## src/rtl/diff_demo_pkg.sv

```systemverilog
// Shared types and constants for the PE column dispatch path.
// GUARD_W is also used by the PE column controller.
package diff_demo_pkg;

   localparam int GUARD_W = 6;

   typedef enum logic [2:0] {
      IDLE,
      FETCH,
      ISSUE,
      WAIT_FIN,
      DONE
   } dispatch_state_t;

endpackage

```

## src/rtl/pe_col_dispatch.sv

```systemverilog
// Issues one guard-map control packet per column group to the PE column, one outstanding at a time.
// Optional macro DISPATCH_SKIP_ZERO_EN: drop all-zero guard maps (2-bit mode, not end-of-row) in FETCH.
module pe_col_dispatch
   import diff_demo_pkg::*;
#(
   parameter int ROW_W = 8,
   parameter int COL_W = 8,
   parameter int CNT_W = 16
)(
   input  logic               clk,
   input  logic               rst_n,
   input  logic               start,
   input  logic [ROW_W-1:0]   num_rows,
   input  logic [COL_W-1:0]   num_cols,
   input  logic               bit_mode_i,
   input  logic               kernel_mode_i,
   output logic               busy,
   output logic               done,
   input  logic               guard_valid,
   output logic               guard_ready,
   input  logic [GUARD_W-1:0] guard_map_in,
   output logic               ctrl_valid,
   input  logic               ctrl_ready,
   input  logic               ctrl_finish,
   output logic [GUARD_W-1:0] guard_map_o,
   output logic               bit_mode_o,
   output logic               kernel_mode_o,
   output logic               is_odd_row_o,
   output logic               end_of_row_o,
   output logic [CNT_W-1:0]   issue_cnt
);

   dispatch_state_t  state, state_next;
   logic [ROW_W-1:0] rows_cfg, row_cnt;
   logic [COL_W-1:0] cols_cfg, col_cnt;
   logic             bit_mode_cfg, kernel_mode_cfg;
   logic             last_col, last_row;
   logic             guard_take, issue_take, skip_zero, advance;

   assign last_col   = (col_cnt == cols_cfg - COL_W'(1));
   assign last_row   = (row_cnt == rows_cfg - ROW_W'(1));
   assign guard_take = guard_valid && guard_ready;
   assign issue_take = ctrl_valid && ctrl_ready;

`ifdef DISPATCH_SKIP_ZERO_EN
   // End-of-row maps are always issued so the PE still sees the row terminator.
   assign skip_zero = (guard_map_in == '0) && !bit_mode_cfg && !last_col;
`else
   assign skip_zero = 1'b0;
`endif

   assign advance     = ((state == WAIT_FIN) && ctrl_finish) || (guard_take && skip_zero);
   assign busy        = (state != IDLE);
   assign done        = (state == DONE);
   assign guard_ready = (state == FETCH);
   assign ctrl_valid  = (state == ISSUE);

   always_comb begin
      state_next = state;
      case (state)
         IDLE:     if (start) state_next = (num_rows == '0 || num_cols == '0) ? DONE : FETCH;
         FETCH:    if (guard_take && !skip_zero) state_next = ISSUE;
         ISSUE:    if (issue_take) state_next = WAIT_FIN;
         WAIT_FIN: if (ctrl_finish) state_next = (last_col && last_row) ? DONE : FETCH;
         DONE:     state_next = IDLE;
         default:  state_next = IDLE;
      endcase
   end

   always_ff @(posedge clk or negedge rst_n) begin
      if (!rst_n) begin
         state           <= IDLE;
         rows_cfg        <= '0;
         cols_cfg        <= '0;
         bit_mode_cfg    <= 1'b0;
         kernel_mode_cfg <= 1'b0;
         row_cnt         <= '0;
         col_cnt         <= '0;
         issue_cnt       <= '0;
         guard_map_o     <= '0;
         bit_mode_o      <= 1'b0;
         kernel_mode_o   <= 1'b0;
         is_odd_row_o    <= 1'b0;
         end_of_row_o    <= 1'b0;
      end else begin
         state <= state_next;
         if (state == IDLE && start) begin
            rows_cfg        <= num_rows;
            cols_cfg        <= num_cols;
            bit_mode_cfg    <= bit_mode_i;
            kernel_mode_cfg <= kernel_mode_i;
            row_cnt         <= '0;
            col_cnt         <= '0;
            issue_cnt       <= '0;
         end
         if (advance) begin
            if (last_col) begin
               col_cnt <= '0;
               row_cnt <= row_cnt + ROW_W'(1);
            end else begin
               col_cnt <= col_cnt + COL_W'(1);
            end
         end
         // Row index 0 is the first (odd) row; 4-bit mode always uses a dense map.
         if (guard_take && !skip_zero) begin
            guard_map_o   <= bit_mode_cfg ? '1 : guard_map_in;
            bit_mode_o    <= bit_mode_cfg;
            kernel_mode_o <= kernel_mode_cfg;
            is_odd_row_o  <= ~row_cnt[0];
            end_of_row_o  <= last_col;
         end
         if (issue_take && issue_cnt != '1)
            issue_cnt <= issue_cnt + CNT_W'(1);
      end
   end

endmodule
```

## config.mk

```make
export PLATFORM = sky130hd
export DESIGN_NAME = pe_col_dispatch
export DESIGN_NICKNAME = d
export VERILOG_FILES = /design/src/rtl/diff_demo_pkg.sv /design/src/rtl/pe_col_dispatch.sv
export SDC_FILE = /design/constraint.sdc
export NUM_CORES = 1
export LEC_CHECK = 0
export CELL_PAD_IN_SITES_DETAIL_PLACEMENT = 1
export CELL_PAD_IN_SITES_GLOBAL_PLACEMENT = 2
export CORE_MARGIN = 2
export CORE_UTILIZATION = 32
export DETAILED_ROUTE_END_ITERATION = 12
export HOLD_SLACK_MARGIN = 0.06
export MAX_ROUTING_LAYER = met4
export PLACE_DENSITY = 0.88
export SLEW_MARGIN = 10
export SYNTH_ARGS = -nofsm -noshare
export SYNTH_HDL_FRONTEND = slang
export SYNTH_SLANG_ARGS = --single-unit
```

## constraint.sdc

```tcl
create_clock -name clk -period 2.7 [get_ports clk]
set_input_delay 0.54 -clock clk [delete_from_list [all_inputs] [get_ports clk]]
set_output_delay 0.54 -clock clk [all_outputs]
set_load 0.03 [all_outputs]
```

Word-level counts from Yosys, hierarchy flattened
Cells that the tools add are included.
- flip-flop bits (word level): 63
- bits of input ports: 30
- $add $sub $neg: 5
- equality and inequality tests: 11
- muxes and demuxes: 16
- bitwise gates (word level): 1
- reductions and logical operators: 14
- operators by type and width (operator ; count):
    two-way mux 8 bit ; 6
    two-way mux 16 bit ; 2
    two-way mux 3 bit ; 6
    adder 16 x 1 -> 16 bit, second input constant ; 1
    adder 8 x 1 -> 8 bit, second input constant ; 2
    equality test 8 bit ; 2
    zero test 8 bit ; 2
    inequality test 16 bit, second input constant ; 1
    subtractor 8 x 1 -> 8 bit, second input constant ; 2
    one-hot mux 3 bit (4 select lines) ; 1
    equality test 3 x 2 -> 1 bit, second input constant ; 2
    logical AND 1 bit ; 6
    two-way mux 6 bit ; 1
    inequality test 2 x 1 -> 1 bit, second input constant ; 2
    inequality test 2 bit, second input constant ; 2
    AND reduction 4 bit ; 1
    nonzero test 2 bit ; 2
    equality test 3 x 1 -> 1 bit, second input constant ; 1
    equality test 3 bit, second input constant ; 1
    zero test 3 bit ; 1
    nonzero test 3 bit ; 1
    logical OR 1 bit ; 1
    NOT 1 bit ; 1

Longest topological paths before layout
- depth in word-level cells: 6
- depth in mapped cells: 9
- mapped depth without buffers: 8

Least setup slack after synthesis
Ideal clock, no wire load.
- path type: register to register
- start: reg issue_cnt[0]
- end: reg issue_cnt[11]
- setup time: 82 ps
- arrival time: 2305 ps
- required time: 2618 ps
- path slack: 314 ps
- stages on the path, launching flop included: 8
- clock period less this slack: 2386 ps
- path through: dfrtp_1 -> ha_1 -> and4_1 -> nand3_1 -> o311ai_2 -> clkinv_1 -> nand4_1 -> mux2i_1
- word-level cells in the longest chain between the ends: 3
- elaborated cells on any way between the ends: 5
- classes of those cells: 1 x add/sub; 1 x eq/ne; 1 x mux; 2 x reduce/logical
- ends and longest elaborated chain (what ; line ; RTL):
    start, declared ; pe_col_dispatch.sv:30 ; output logic [CNT_W-1:0] issue_cnt
    start signal, assigned ; pe_col_dispatch.sv:113 ; issue_cnt <= issue_cnt + CNT_W'(1);
    branches (longest 3 deep; another with adder 16 x 1 -> 16 bit) ; -- ;
Parallel ways; which one is timed is not known.
A chain may end at the register's enable or synchronous reset.

Final worst setup path
- start: reg cols_cfg[0]
- end: reg row_cnt[3]
- word-level cells in the longest chain between the ends: 4
- ends and longest elaborated chain (what ; line ; RTL):
    start, declared ; pe_col_dispatch.sv:35 ; logic [COL_W-1:0] cols_cfg, col_cnt;
    start signal, assigned ; pe_col_dispatch.sv:89 ; cols_cfg <= num_cols;
    subtractor 8 x 1 -> 8 bit ; pe_col_dispatch.sv:40 ; assign last_col = (col_cnt == cols_cfg - COL_W'(1));
    equality test 8 bit ; pe_col_dispatch.sv:40 ;
    two-way mux 8 bit ; pe_col_dispatch.sv:97 ; if (last_col) begin
    two-way mux 8 bit ; pe_col_dispatch.sv:96 ; if (advance) begin
    end signal, assigned ; pe_col_dispatch.sv:99 ; row_cnt <= row_cnt + ROW_W'(1);
    end, declared ; pe_col_dispatch.sv:34 ; logic [ROW_W-1:0] rows_cfg, row_cnt;
Every way passes these cells.

==> results.md <==
- Post-DRT Antenna Nets: 0
- Setup TNS: 0 ps
- Number of iterations in the first detailed-routing pass: 4
- Clock transition at the register clock pins on the worst setup and hold paths after CTS: 80 ps
- Via count of the first global-routing pass: 3,398
- Required arrival time at the worst endpoint: 2970 ps
- Worst setup skew after layout: around 11 ps
- Final period demand of the worst path: between 2000 and 3000 ps
- Post CTS Setup Buffer Count: 0
- Number of diodes: 0
- Leading cell types in the layout, fill and taps excluded: sky130_fd_sc_hd__nand2_1, sky130_fd_sc_hd__dfrtp_1, sky130_fd_sc_hd__clkdlybuf4s50_1, sky130_fd_sc_hd__nor2_1, sky130_fd_sc_hd__o21ai_0
- Clock Root Buffer: sky130_fd_sc_hd__clkbuf_8
- Crit path max-delay family: compound AO/OA/AOI/OAI gates
- Proportion of layout cells with a drive suffix above 1: 7.839%
- Cell count after placement: around 590
- Total CTS buffers: 9
- Initial Utilization: roughly 33%
- Largest stage delay, worst path: approximately 500 ps
- Endpoints failing setup: 0
- Number of placed I/O pins: 60
- Sum of net half-perimeters after detailed placement: about 7.0 mm
- Final worst path period share: approximately 93%
- Count of state elements after synthesis: 63
- R2R setup slack: 190 ps
- Final hold violations: 0
- Average via count per standard cell: 5.113
- Post-synth net total: 438
- Peak supply drop: 0.0003954 V
- Buffers from clock root to sink, at most: 2
- Global route overflow: 0
- Cell count after synthesis: 403
- Fraction of the yosys area taken by sequential cells: 45.49%
- Unrepaired setup endpoints after global routing: false
- Sum of internal, switching and leakage power: 0.003917 W
- Layout overhead on the synthesized area: 28.01%
- Actual transition at the worst max-transition pin: approximately 560 ps
- Core box area: 10,420 um2
- Fin cells: 608
- Final Max Slew Viols: 0
- DR vias: 3,109
- Synth warnings: 0
- Die extent in x: between 100 and 150 um
- Leading cell type in the layout, fill and taps excluded: sky130_fd_sc_hd__nand2_1
- Synth cell types: 51
- Leakage power figure: 1.886 nW
- Vert. Die Dim: 108.1 um
- Source-to-sink clock delay at the later pin of the worst-skew pair: 350 ps
- Max stage delay cell, worst path: sky130_fd_sc_hd__or4_1
- Synthesized area divided by synthesized cell count: 8.600 um2
- Antenna violations before repair: 0
- Data arrival time of the worst path: 2780 ps
- Startpoint class of the critical path: flop
- Total clock sinks: 63
- Tightest hold margin: 103.5 ps
- P per Cell Area: approximately 880 nW/um2
- Detailed Route WL: 9.574 mm
- First-pass GRT wire length: 16.56 mm
- Detailed router's first-iteration violation count: 108
- Net count reported at finish: 502
- Number of port buffers: 59
- Total global-route track usage: 18.43%
- Max-cap check violation count: 0
- Total number of placement rows: 37
- Area of the die: 11,680 um2
- Clock tree from TritonCTS: done
- Max Clk Rate: 0.3982 GHz
- Placed instance area: 4250 um2
- Post-synth top flop: sky130_fd_sc_hd__dfrtp_1
- Average wire per cell in the routed design: 15.75 um
- Ordered list of cells on the worst path: inv_1, ha_1, xnor3_1, a32oi_1, a2111oi_2, o21ai_2, buf_4, or4_1, a21oi_1
- Cell area after synthesis: between 3000 and 4000 um2
- Crit Path Max Fanout: 8
- Post-detailed-route DRC marker count: 0
- Proportion of register bits with asynchronous set or reset after synthesis: 100.0%
- Type of the worst min-delay path: in2async
- Number of synthesized flops with an enable pin: 0
- Number of levels the H-tree was split into: 3
- Critical setup path kind: reg2reg
- Total non-filler cell area in the finished layout: 4437 um2
- Result of the run: finished, final reports clean
- Largest net degree at the start of global routing: 34
- Number of buffers and inverters on the critical path: 2
- Routability cong.: 0.8222
- Normalized max-slew margin: 62.66%
- Endpoint kind of the worst setup timing path: flop
[cells by family (layout without fill, tap and decap cells)]
group / after synthesis / in the layout / share of synthesized area (%)
buffers and inverters: 28 / 97 / 3.104
adder cells (fa/ha/maj): 5 / 5 / 1.805
flip-flops: 63 / 63 / 45.49
XOR/XNOR: 23 / 23 / 6.209
AO/OA/AOI/OAI: 69 / 69 / 13.07
AND/OR/NAND/NOR: 202 / 202 / 26.53
multiplexers: 13 / 13 / 3.791
[per-layer routing]
layer,routed length (um),vias up,GRT usage [%],part of all wire (%)
li1,-,1525,-,-
met1,4428,1510,22.97,46
met2,4640,67,30.32,48
met3,423,7,4.461,4.4
met4,82,0,4.396,0.86
met5,0,-,-,0
[cell type report]
type	instances	area [um2]
Clock buffer	13	158.9
Sequential cell	63	1577
Inverter	11	41.29
Tap cell	136	170.2
Fill cell	1228	5979
Multi-Input combinational cell	312	1789
Clock inverter	3	17.52
Timing Repair Buffer	70	683.2
[worst reg2reg max path, cell delays in order, from the launching register on]
cell	delay [ps]
sky130_fd_sc_hd__dfrtp_1	420
sky130_fd_sc_hd__inv_1	80
sky130_fd_sc_hd__ha_1	270
sky130_fd_sc_hd__xnor3_1	250
sky130_fd_sc_hd__a32oi_1	80
sky130_fd_sc_hd__a2111oi_2	390
sky130_fd_sc_hd__o21ai_2	120
sky130_fd_sc_hd__buf_4	180
sky130_fd_sc_hd__or4_1	500
sky130_fd_sc_hd__a21oi_1	150
[path summary, 6_finish.rpt]
check	end	start	cells past startpoint
worst max-delay path	row_cnt[3]	cols_cfg[0]	9
worst min-delay path	issue_cnt[7]	rst_n	1
max in group asynchronous	issue_cnt[10]	rst_n	2
min in group clk	kernel_mode_cfg	kernel_mode_cfg	2
worst min register to register	kernel_mode_cfg	kernel_mode_cfg	2
worst max register to register	row_cnt[3]	cols_cfg[0]	9
[cells in the mapped netlist, types with 2 or more instances]
cell type | n | area (um2)
sky130_fd_sc_hd__or4_1 | 4 | 30.03
sky130_fd_sc_hd__ha_1 | 5 | 62.56
sky130_fd_sc_hd__nand4_1 | 10 | 62.56
sky130_fd_sc_hd__nand2b_1 | 3 | 18.77
sky130_fd_sc_hd__and2_1 | 2 | 12.51
sky130_fd_sc_hd__xor2_1 | 11 | 96.34
sky130_fd_sc_hd__o311ai_0 | 3 | 26.28
sky130_fd_sc_hd__clkbuf_1 | 15 | 56.30
sky130_fd_sc_hd__dfrtp_1 | 63 | 1577
sky130_fd_sc_hd__nor2b_1 | 2 | 12.51
sky130_fd_sc_hd__inv_1 | 10 | 37.54
sky130_fd_sc_hd__a31oi_1 | 3 | 18.77
sky130_fd_sc_hd__nor2_1 | 36 | 135.1
sky130_fd_sc_hd__xnor2_1 | 11 | 96.34
sky130_fd_sc_hd__and3_1 | 6 | 37.54
sky130_fd_sc_hd__o21ai_0 | 32 | 160.2
sky130_fd_sc_hd__mux2i_1 | 12 | 120.1
sky130_fd_sc_hd__nor3_1 | 11 | 55.05
sky130_fd_sc_hd__or2_2 | 2 | 12.51
sky130_fd_sc_hd__nand3_1 | 16 | 80.08
sky130_fd_sc_hd__nor4_1 | 4 | 25.02
sky130_fd_sc_hd__nand2_1 | 99 | 371.6
sky130_fd_sc_hd__a21boi_0 | 2 | 15.01
sky130_fd_sc_hd__o31ai_1 | 6 | 45.04
sky130_fd_sc_hd__a21oi_1 | 9 | 45.04
[flip-flops by register name (all words and copies together) (netlist names)]
signal	count
cols_cfg	8
bit_mode_o	1
issue_cnt	16
row_cnt	8
guard_map_o	6
col_cnt	8
kernel_mode_cfg	1
rows_cfg	8
state	3
end_of_row_o	1
kernel_mode_o	1
is_odd_row_o	1
bit_mode_cfg	1
[per-stage QoR]
step / setup WS, ps / util, %
after floorplan: 313.8 / -
after global placement: 323.0 / 40.80
after detailed placement: 215.7 / 40.80
after CTS: 46.77 / 42.50
after global routing: 17.94 / 42.59
final: 188.9 / 42.59
[what timing repair did]
item | CTS | global route
hold buffers | 0 | 0
endpoints found under the hold margin | 0 | 0
resized for setup | 0 | 3
endpoints found under the setup margin | 0 | 3
[where the power goes]
| part | internal [W] | switching [W] |
|---|---|---|
| sequential | 0.00118 | 0.000311 |
| clock | 0.000381 | 0.000379 |
| combinational | 0.000702 | 0.000968 |
Note: power is estimated with default switching activity, not from simulation.
